==> src/rtl/prog_loader_pkg.sv <==
// prog_loader_pkg: shared types and constants for the serial program loader.
//   state_e      - loader FSM states
//   ERR_*        - values reported on ERR_CODE
//   PROG_AW/DW   - program memory address / instruction widths
package prog_loader_pkg;

  localparam int PROG_AW = 10;
  localparam int PROG_DW = 18;

  typedef enum logic [2:0] {
    S_IDLE,
    S_LEN_LO,
    S_LEN_HI,
    S_B0,
    S_B1,
    S_B2,
    S_WRITE,
    S_CHK
  } state_e;

  localparam logic [1:0] ERR_NONE    = 2'b00;
  localparam logic [1:0] ERR_CSUM    = 2'b01;
  localparam logic [1:0] ERR_FMT     = 2'b10;
  localparam logic [1:0] ERR_TIMEOUT = 2'b11;

endpackage

==> src/rtl/prog_loader_timer.sv <==
// prog_loader_timer: inactivity counter for the loader.
//   PROG_CLK - clock, rising edge
//   RST_N    - asynchronous active-low reset
//   clr      - restart the count (a byte was accepted)
//   en       - count this cycle
//   expired  - TIMEOUT_CYCLES counted cycles have elapsed since the last clear
module prog_loader_timer #(
  parameter int unsigned TIMEOUT_CYCLES = 1_000_000
) (
  input  logic PROG_CLK,
  input  logic RST_N,
  input  logic clr,
  input  logic en,
  output logic expired
);

  logic [31:0] cnt_q;

  // expired is flagged while the count sits one below the limit so the
  // timeout takes effect on the TIMEOUT_CYCLES-th counted edge.
  assign expired = en && (cnt_q >= (TIMEOUT_CYCLES - 32'd1));

  always_ff @(posedge PROG_CLK or negedge RST_N) begin
    if (!RST_N) begin
      cnt_q <= '0;
    end else if (clr) begin
      cnt_q <= '0;
    end else if (en && !expired) begin
      cnt_q <= cnt_q + 32'd1;
    end
  end

endmodule

==> src/rtl/prog_loader.sv <==
// prog_loader: framed byte stream -> 18-bit instruction writes.
// Frame: SYNC, LEN_LO, LEN_HI, N x (B0, B1, B2), CHK; N = LEN[9:0] + 1.
//   PROG_CLK, RST_N         - clock / asynchronous active-low reset
//   RX_DATA/RX_VALID/RX_READY - byte input handshake
//   PROG_WE/WADDR/WDATA     - program memory write port (one-cycle strobe)
//   CPU_HOLD                - MCU held in reset while a load is in progress
//   LOAD_DONE/LOAD_ERR      - sticky result of the last frame
//   ERR_CODE                - reason for the last abort
module prog_loader
  import prog_loader_pkg::*;
#(
  parameter logic [7:0]         SYNC_BYTE      = 8'hA5,
  parameter logic [PROG_AW-1:0] BASE_ADDR      = '0,
  parameter int unsigned        TIMEOUT_CYCLES = 1_000_000
) (
  input  logic               PROG_CLK,
  input  logic               RST_N,
  input  logic [7:0]         RX_DATA,
  input  logic               RX_VALID,
  output logic               RX_READY,
  output logic               PROG_WE,
  output logic [PROG_AW-1:0] PROG_WADDR,
  output logic [PROG_DW-1:0] PROG_WDATA,
  output logic               CPU_HOLD,
  output logic               LOAD_DONE,
  output logic               LOAD_ERR,
  output logic [1:0]         ERR_CODE
);

  state_e       state_q, state_d;
  logic         alive_q;
  logic [7:0]   sum_q;
  logic [9:0]   cnt_q;
  logic [7:0]   b0_q, b1_q;
  logic         acc, hi_bad, fmt_err, csum_err, tmo_exp, tmo_err;

  assign acc      = RX_VALID && RX_READY;
  assign hi_bad   = (RX_DATA[7:2] != 6'd0);
  assign fmt_err  = acc && hi_bad && ((state_q == S_LEN_HI) || (state_q == S_B2));
  assign csum_err = acc && (state_q == S_CHK) && (RX_DATA != sum_q);
  // A byte arriving in the expiry cycle wins over the timeout.
  assign tmo_err  = tmo_exp && !acc;

  prog_loader_timer #(
    .TIMEOUT_CYCLES(TIMEOUT_CYCLES)
  ) u_timer (
    .PROG_CLK(PROG_CLK),
    .RST_N   (RST_N),
    .clr     (acc),
    .en      ((state_q != S_IDLE) && (state_q != S_WRITE)),
    .expired (tmo_exp)
  );

  // State register
  always_ff @(posedge PROG_CLK or negedge RST_N) begin
    if (!RST_N) state_q <= S_IDLE;
    else        state_q <= state_d;
  end

  // Next-state logic
  always_comb begin
    state_d = state_q;
    unique case (state_q)
      S_IDLE:   if (acc && (RX_DATA == SYNC_BYTE)) state_d = S_LEN_LO;
      S_LEN_LO: if (acc) state_d = S_LEN_HI;
      S_LEN_HI: if (acc) state_d = hi_bad ? S_IDLE : S_B0;
      S_B0:     if (acc) state_d = S_B1;
      S_B1:     if (acc) state_d = S_B2;
      S_B2:     if (acc) state_d = hi_bad ? S_IDLE : S_WRITE;
      S_WRITE:  state_d = (cnt_q == 10'd0) ? S_CHK : S_B0;
      S_CHK:    if (acc) state_d = S_IDLE;
      default:  state_d = S_IDLE;
    endcase
    if (tmo_err) state_d = S_IDLE;
  end

  // Outputs: the write cycle is the only stall; alive_q keeps RX_READY low
  // while reset is held.
  always_comb begin
    RX_READY = 1'b0;
    PROG_WE  = 1'b0;
    if (state_q == S_WRITE) PROG_WE  = 1'b1;
    else                    RX_READY = alive_q;
  end

  // Datapath and status flags
  always_ff @(posedge PROG_CLK or negedge RST_N) begin
    if (!RST_N) begin
      alive_q    <= 1'b0;
      sum_q      <= '0;
      cnt_q      <= '0;
      b0_q       <= '0;
      b1_q       <= '0;
      PROG_WADDR <= '0;
      PROG_WDATA <= '0;
      CPU_HOLD   <= 1'b0;
      LOAD_DONE  <= 1'b0;
      LOAD_ERR   <= 1'b0;
      ERR_CODE   <= ERR_NONE;
    end else begin
      alive_q <= 1'b1;
      unique case (state_q)
        S_IDLE: if (acc && (RX_DATA == SYNC_BYTE)) begin
          CPU_HOLD   <= 1'b1;
          LOAD_DONE  <= 1'b0;
          LOAD_ERR   <= 1'b0;
          ERR_CODE   <= ERR_NONE;
          sum_q      <= '0;
          PROG_WADDR <= BASE_ADDR;
        end
        S_LEN_LO: if (acc) begin
          sum_q      <= sum_q + RX_DATA;
          cnt_q[7:0] <= RX_DATA;
        end
        S_LEN_HI: if (acc) begin
          sum_q      <= sum_q + RX_DATA;
          cnt_q[9:8] <= RX_DATA[1:0];
        end
        S_B0: if (acc) begin
          sum_q <= sum_q + RX_DATA;
          b0_q  <= RX_DATA;
        end
        S_B1: if (acc) begin
          sum_q <= sum_q + RX_DATA;
          b1_q  <= RX_DATA;
        end
        S_B2: if (acc) begin
          sum_q      <= sum_q + RX_DATA;
          PROG_WDATA <= {RX_DATA[1:0], b1_q, b0_q};
        end
        // cnt_q holds words remaining minus one; address wraps naturally.
        S_WRITE: begin
          PROG_WADDR <= PROG_WADDR + 10'd1;
          if (cnt_q != 10'd0) cnt_q <= cnt_q - 10'd1;
        end
        S_CHK: if (acc && !csum_err) begin
          LOAD_DONE <= 1'b1;
          CPU_HOLD  <= 1'b0;
        end
        default: ;
      endcase
      // Aborts leave CPU_HOLD set: memory may be partially written.
      if (fmt_err) begin
        LOAD_ERR <= 1'b1;
        ERR_CODE <= ERR_FMT;
      end else if (csum_err) begin
        LOAD_ERR <= 1'b1;
        ERR_CODE <= ERR_CSUM;
      end else if (tmo_err) begin
        LOAD_ERR <= 1'b1;
        ERR_CODE <= ERR_TIMEOUT;
      end
    end
  end

endmodule

==> config.mk <==
export PLATFORM = sky130hd
export DESIGN_NAME = prog_loader
export DESIGN_NICKNAME = d
export VERILOG_FILES = /design/src/rtl/prog_loader_pkg.sv /design/src/rtl/prog_loader_timer.sv /design/src/rtl/prog_loader.sv
export SDC_FILE = /design/constraint.sdc
export NUM_CORES = 1
export LEC_CHECK = 0
export BUFFER_PORTS_ARGS = -buffer_cell sky130_fd_sc_hd__buf_2
export CORE_UTILIZATION = 25
export DETAILED_ROUTE_END_ITERATION = 8
export MAX_ROUTING_LAYER = met4
export SETUP_SLACK_MARGIN = 0.15
export SLEW_MARGIN = 10
export SYNTH_ARGS = -nofsm -noshare
export SYNTH_HDL_FRONTEND = slang
export SYNTH_SLANG_ARGS = --single-unit
==> constraint.sdc <==
create_clock -name PROG_CLK -period 5 [get_ports PROG_CLK]
set_input_delay 0.75 -clock PROG_CLK [delete_from_list [all_inputs] [get_ports PROG_CLK]]
set_output_delay 0.75 -clock PROG_CLK [all_outputs]
set_load 0.1 [all_outputs]
; Word level (Yosys, flattened, before mapping)
; Cells that the tools add are included.
[word_totals]
ff_bits = 103
in_bits = 11
[op_classes]
addsub = 4
order_cmp = 1
n_eq_ne = 23
mux = 41
reduce_logical = 39
[op_table]
columns = operator, count
row1 = $mux W32, 2
row2 = $add A32 B1 Y32 const B, 1
row3 = $ge A32 B20 Y1 const B, 1
row4 = $pmux W8 S2, 2
row5 = $mux W3, 10
row6 = $mux W8, 3
row7 = $ne A3 B3 Y1 const B, 8
row8 = $pmux W3 S8, 1
row9 = $mux W10, 2
row10 = $pmux W10 S2, 1
row11 = $mux W2, 7
row12 = $eq A3 B3 Y1 const B, 4
row13 = $reduce_and A3 Y1, 4
row14 = $reduce_bool A2 Y1, 6
row15 = $logic_and A1 B1 Y1, 11
row16 = $add A10 B1 Y10 const B, 1
row17 = $logic_not A10 Y1, 1
row18 = $mux W1, 10
row19 = $reduce_and A2 Y1, 5
row20 = $reduce_bool A10 Y1, 1
row21 = $sub A10 B1 Y10 const B, 1
row22 = $add A8 B8 Y8, 1
row23 = $eq A8 B8 Y1 const B, 1
row24 = $ne A8 B8 Y1, 1
row25 = other kinds (14), 23

; Depth between registers and ports, before layout
[depth]
word_depth = 9
mapped_depth = 9
depth_no_buf = 7

; Cells and area by module
; From an unflattened synthesis, not the netlist that was laid out.
[unflattened]
hier_cells = 489
hier_area_um2 = 5121.2
[modules_own_cells]
columns = mod, n_inst, cells_per_inst, area_each_um2, seq_area_each_um2
row1 = prog_loader, 1, 338, 3593.4, 1776.7
row2 = prog_loader_timer, 1, 151, 1527.7, 800.8

; Worst setup path after synthesis
; OpenSTA, ideal clock, no wires.
[synth_path]
kind = flip-flop to output port
from = register state_q[0]
to = output port PROG_WE
arrival_ns = 1.975
required_ns = 4.250
setup_slack_ns = 2.275
stages_incl_launch_ff = 5
cell_sequence = dfrtp_1 > clkbuf_1 > nand3b_1 > inv_1 > clkbuf_1
[synth_via]
elab_chain_cells = 2
[synth_lines]
columns = element, line
row1 = from (decl), prog_loader.sv:30  ; state_e state_q, state_d;
row2 = from (signal assigned), prog_loader.sv:57  ; else state_q <= state_d;
row3 = $eq A3 B3 Y1, prog_loader.sv:82  ; if (state_q == S_WRITE) PROG_WE = 1'b1;
row4 = $mux W1, prog_loader.sv:82
row5 = to (decl), prog_loader.sv:21  ; output logic PROG_WE,
; Every way passes these cells.

; Final worst setup path
; Same ends and word-level chain as after synthesis.

==> results.md <==
- Row count: 52
- Core area: 0.0205 mm²
- Chip Width: 147 µm
- DRC: 0
- CTS tree: yes
- VDD IR max: roughly 0.14 mV
- Status: complete, no violations
- Worst setup EP type: output pin
- Worst Max-Slew Pin Slew: 1.12 ns
- Worst r2r path cells: 7
- Post-route met1 wirelength: between 5000 and 6000 µm
- Post-route ant nets: 0
- Synth Register Bits: 103
- Final Slew Violations: 0
- Worst-case clock skew: between 0.01 and 0.015 ns
- Starting Density: 0.258
- CTS H-tree depth: 3
- CP Max Fanout: 27
- Worst Path Class, Setup: reg2out
- Yosys cell types: between 50 and 60
- Hold Buf Count CTS: 0
- Total Neg Setup Slack: 0 ns
- CP bufs+invs: 3
- # diodes: 0
- Via count of the routed design: around 4000
- I/O pin count: 46
- Utilization after layout: 0.297
- WP data arrival: approximately 2.3 ns
- Number of cells on the critical path: 4
- Drt pass-1 iters: 4
- Port Buf Inserts: between 40 and 50
- Synth Instances: around 520
- Initial antenna violation count: 0
- Clock Pin Slew Worst Setup and Hold Paths: 0.07 ns
- Period utilization: 0.619
- Hold_sp: LOAD_DONE
- DR WL/cell: about 14 µm
- Met3 wire length: approximately 370 µm
- Fill count: around 2100
- Asr flop ratio synth: 1.00
- Leak Pwr: roughly 2.7 nW
- Clock root buffer: clkbuf_16
- Worst hold path stage count: 1
- CTS Buf Count: 9
- Post-Synthesis Net Count: 540
- Metal2 WL: about 5400 µm
- Fmax: between 0.3 and 0.4 GHz
- Finished layout cell area: between 0.006 and 0.007 mm²
- Gpl congestion: about 0.81
- Synthesis-to-layout area growth: 15.0%
- Placed cells: ~810
- Synth Warn #: 0
- Clock Latency Late Sink: approximately 0.36 ns
- Largest net degree at the start of global routing: 70
- CP max-delay cell: dfrtp_1
- Initial DRC Count: 204
- DR vias/cell: ~4.8
- Delay-heaviest family, CP: buffers and inverters
- Type of the worst min-delay path: reg2reg
- Max Cap Viol: 0
- Slew Limit Headroom: 0.250
- Sequential area share after synthesis: 0.487
- DP Area: ~0.0058 mm²
- Resized cells post-CTS: 0
- CTS Sinks: 103
- Critical path cell sequence: nand3b_1 > buf_4 > inv_1 > buf_2
- Final hold violation count: 0
- Top_reg_cell synth: dfrtp_1
- Gr ovfl total: 0
- Tot GR Track Use: 0.120
- Die area: about 0.022 mm²
- Setup crit start kind: flip-flop
- Overall power: between 1.5 and 2 mW
- Vias in the first global route: between 3000 and 4000
- Share of cells above drive strength 1: 0.203
- CP peak stage delay: 0.57 ns
- RSZ-0062 raised after global routing: no
- EDFF count, synth: 0
- Post-layout minimum cycle time: approximately 3.1 ns
- Chip height: ~150 µm
- Nets@finish: 575
- Clock buffer depth: 2
- Post-CTS setup buffer count: 0
- Worst setup path start: state_q[0]
- Max layer used: met4
- Non-filler cells, final: 828
- First-pass GRT wire length: around 20000 µm
- DP Wirelength: between 8000 and 9000 µm
- WP data required: 4.25 ns
- Pwr dens: ~290 mW/mm²
- RR Startpoint: state_q[0]
- Syn Area/Cell: about 10 µm²
- Routed wire length: around 12000 µm
- Synthesized area: 0.00529 mm²
- Final setup fails: 0
## path summary, 6_finish.rpt
kind	to	slack (ns)
max	PROG_WE	1.91
min	LOAD_DONE	0.48
max reg2reg	ERR_CODE[1]	2.18
min reg2reg	LOAD_DONE	0.48
max in group asynchronous	cnt_q[8]	3.46
min in group asynchronous	u_timer.cnt_q[5]	0.49
## synth_stat cells, types with 3 or more instances
master	number	area [µm²]
or2_2	4	25.0
inv_1	7	26.3
a31oi_1	3	18.8
nand2_1	56	210
xor2_1	3	26.3
nand3_1	26	130
clkbuf_1	19	71.3
a21oi_1	36	180
or4_1	4	30.0
o31ai_1	5	37.5
a22o_1	3	26.3
mux2i_1	16	160
and2_1	17	106
buf_2	6	30.0
nor4_1	9	56.3
o21ai_0	26	130
a211oi_1	4	30.0
a21o_1	5	37.5
o22ai_1	5	31.3
xnor2_1	3	26.3
nand4_1	7	43.8
nand2b_1	13	81.3
or3_1	4	25.0
nor3_1	12	60.1
ha_1	10	125
mux2_2	34	383
and3_1	7	43.8
a2111o_1	5	56.3
nor2_1	28	105
dfrtp_1	103	2580
nor4b_1	3	26.3
## routing by layer
metal / vias up / global-route usage
met5: - / -
met4: 0 / 0.0557
met1: 1923 / 0.154
li1: 1987 / -
met2: 52 / 0.180
met3: 15 / 0.0247
## sequential cells by signal, indices dropped and copies added (netlist names)
register	flops
b0_q	8
state_q	3
ERR_CODE	2
LOAD_DONE	1
LOAD_ERR	1
PROG_WDATA	18
sum_q	8
cnt_q	10
CPU_HOLD	1
alive_q	1
u_timer.cnt_q	32
PROG_WADDR	10
b1_q	8
## area by class of cell
cell class                      instances  area [µm²]  share of cell area
Sequential cell                       103        2580               0.424
Clock inverter                          6        57.6             0.00947
Clock buffer                           10         239              0.0393
Tap cell                              270         338              0.0556
Inverter                                7        26.3             0.00432
Timing Repair Buffer                   49         258              0.0424
Multi-Input combinational cell        383        2580               0.425
## logic make-up after synthesis
family | count (synthesis) | share of synthesized area
adders and majority gates | 11 | 0.0274
xor gates and xnor gates | 6 | 0.00994
AOI/OAI and AO/OA | 114 | 0.150
other | 1 | 0.000709
DFF | 103 | 0.487
and+or+nand+nor | 201 | 0.198
buffers and inverters | 32 | 0.0241
muxes | 50 | 0.103
## stage by stage
step | setup WS (ns) | hold WS [ns]
floorplan | 2.27 | 0.453
global placement | 2.19 | 0.461
detailed placement | 2.24 | 0.464
CTS | 1.91 | 0.481
global route | 1.75 | 0.499
finish | 1.91 | 0.478
## layout by cell type, fill, tap and decap left out, types with 13 or more instances in the layout
master	count
dfrtp_1	103
nand2_1	56
buf_2	44
a21oi_1	36
mux2_2	34
nor2_1	28
nand3_1	26
o21ai_0	26
and2_1	17
mux2i_1	16
nand2b_1	13
## power breakdown
group / switching [mW] / internal (mW) / leakage, nW
clock: 0.341 / 0.364 / 0.147
combinational: 0.132 / 0.0515 / 1.21
sequential: 0.0355 / 0.860 / 1.36
Note: power is estimated with default switching activity, not from simulation.
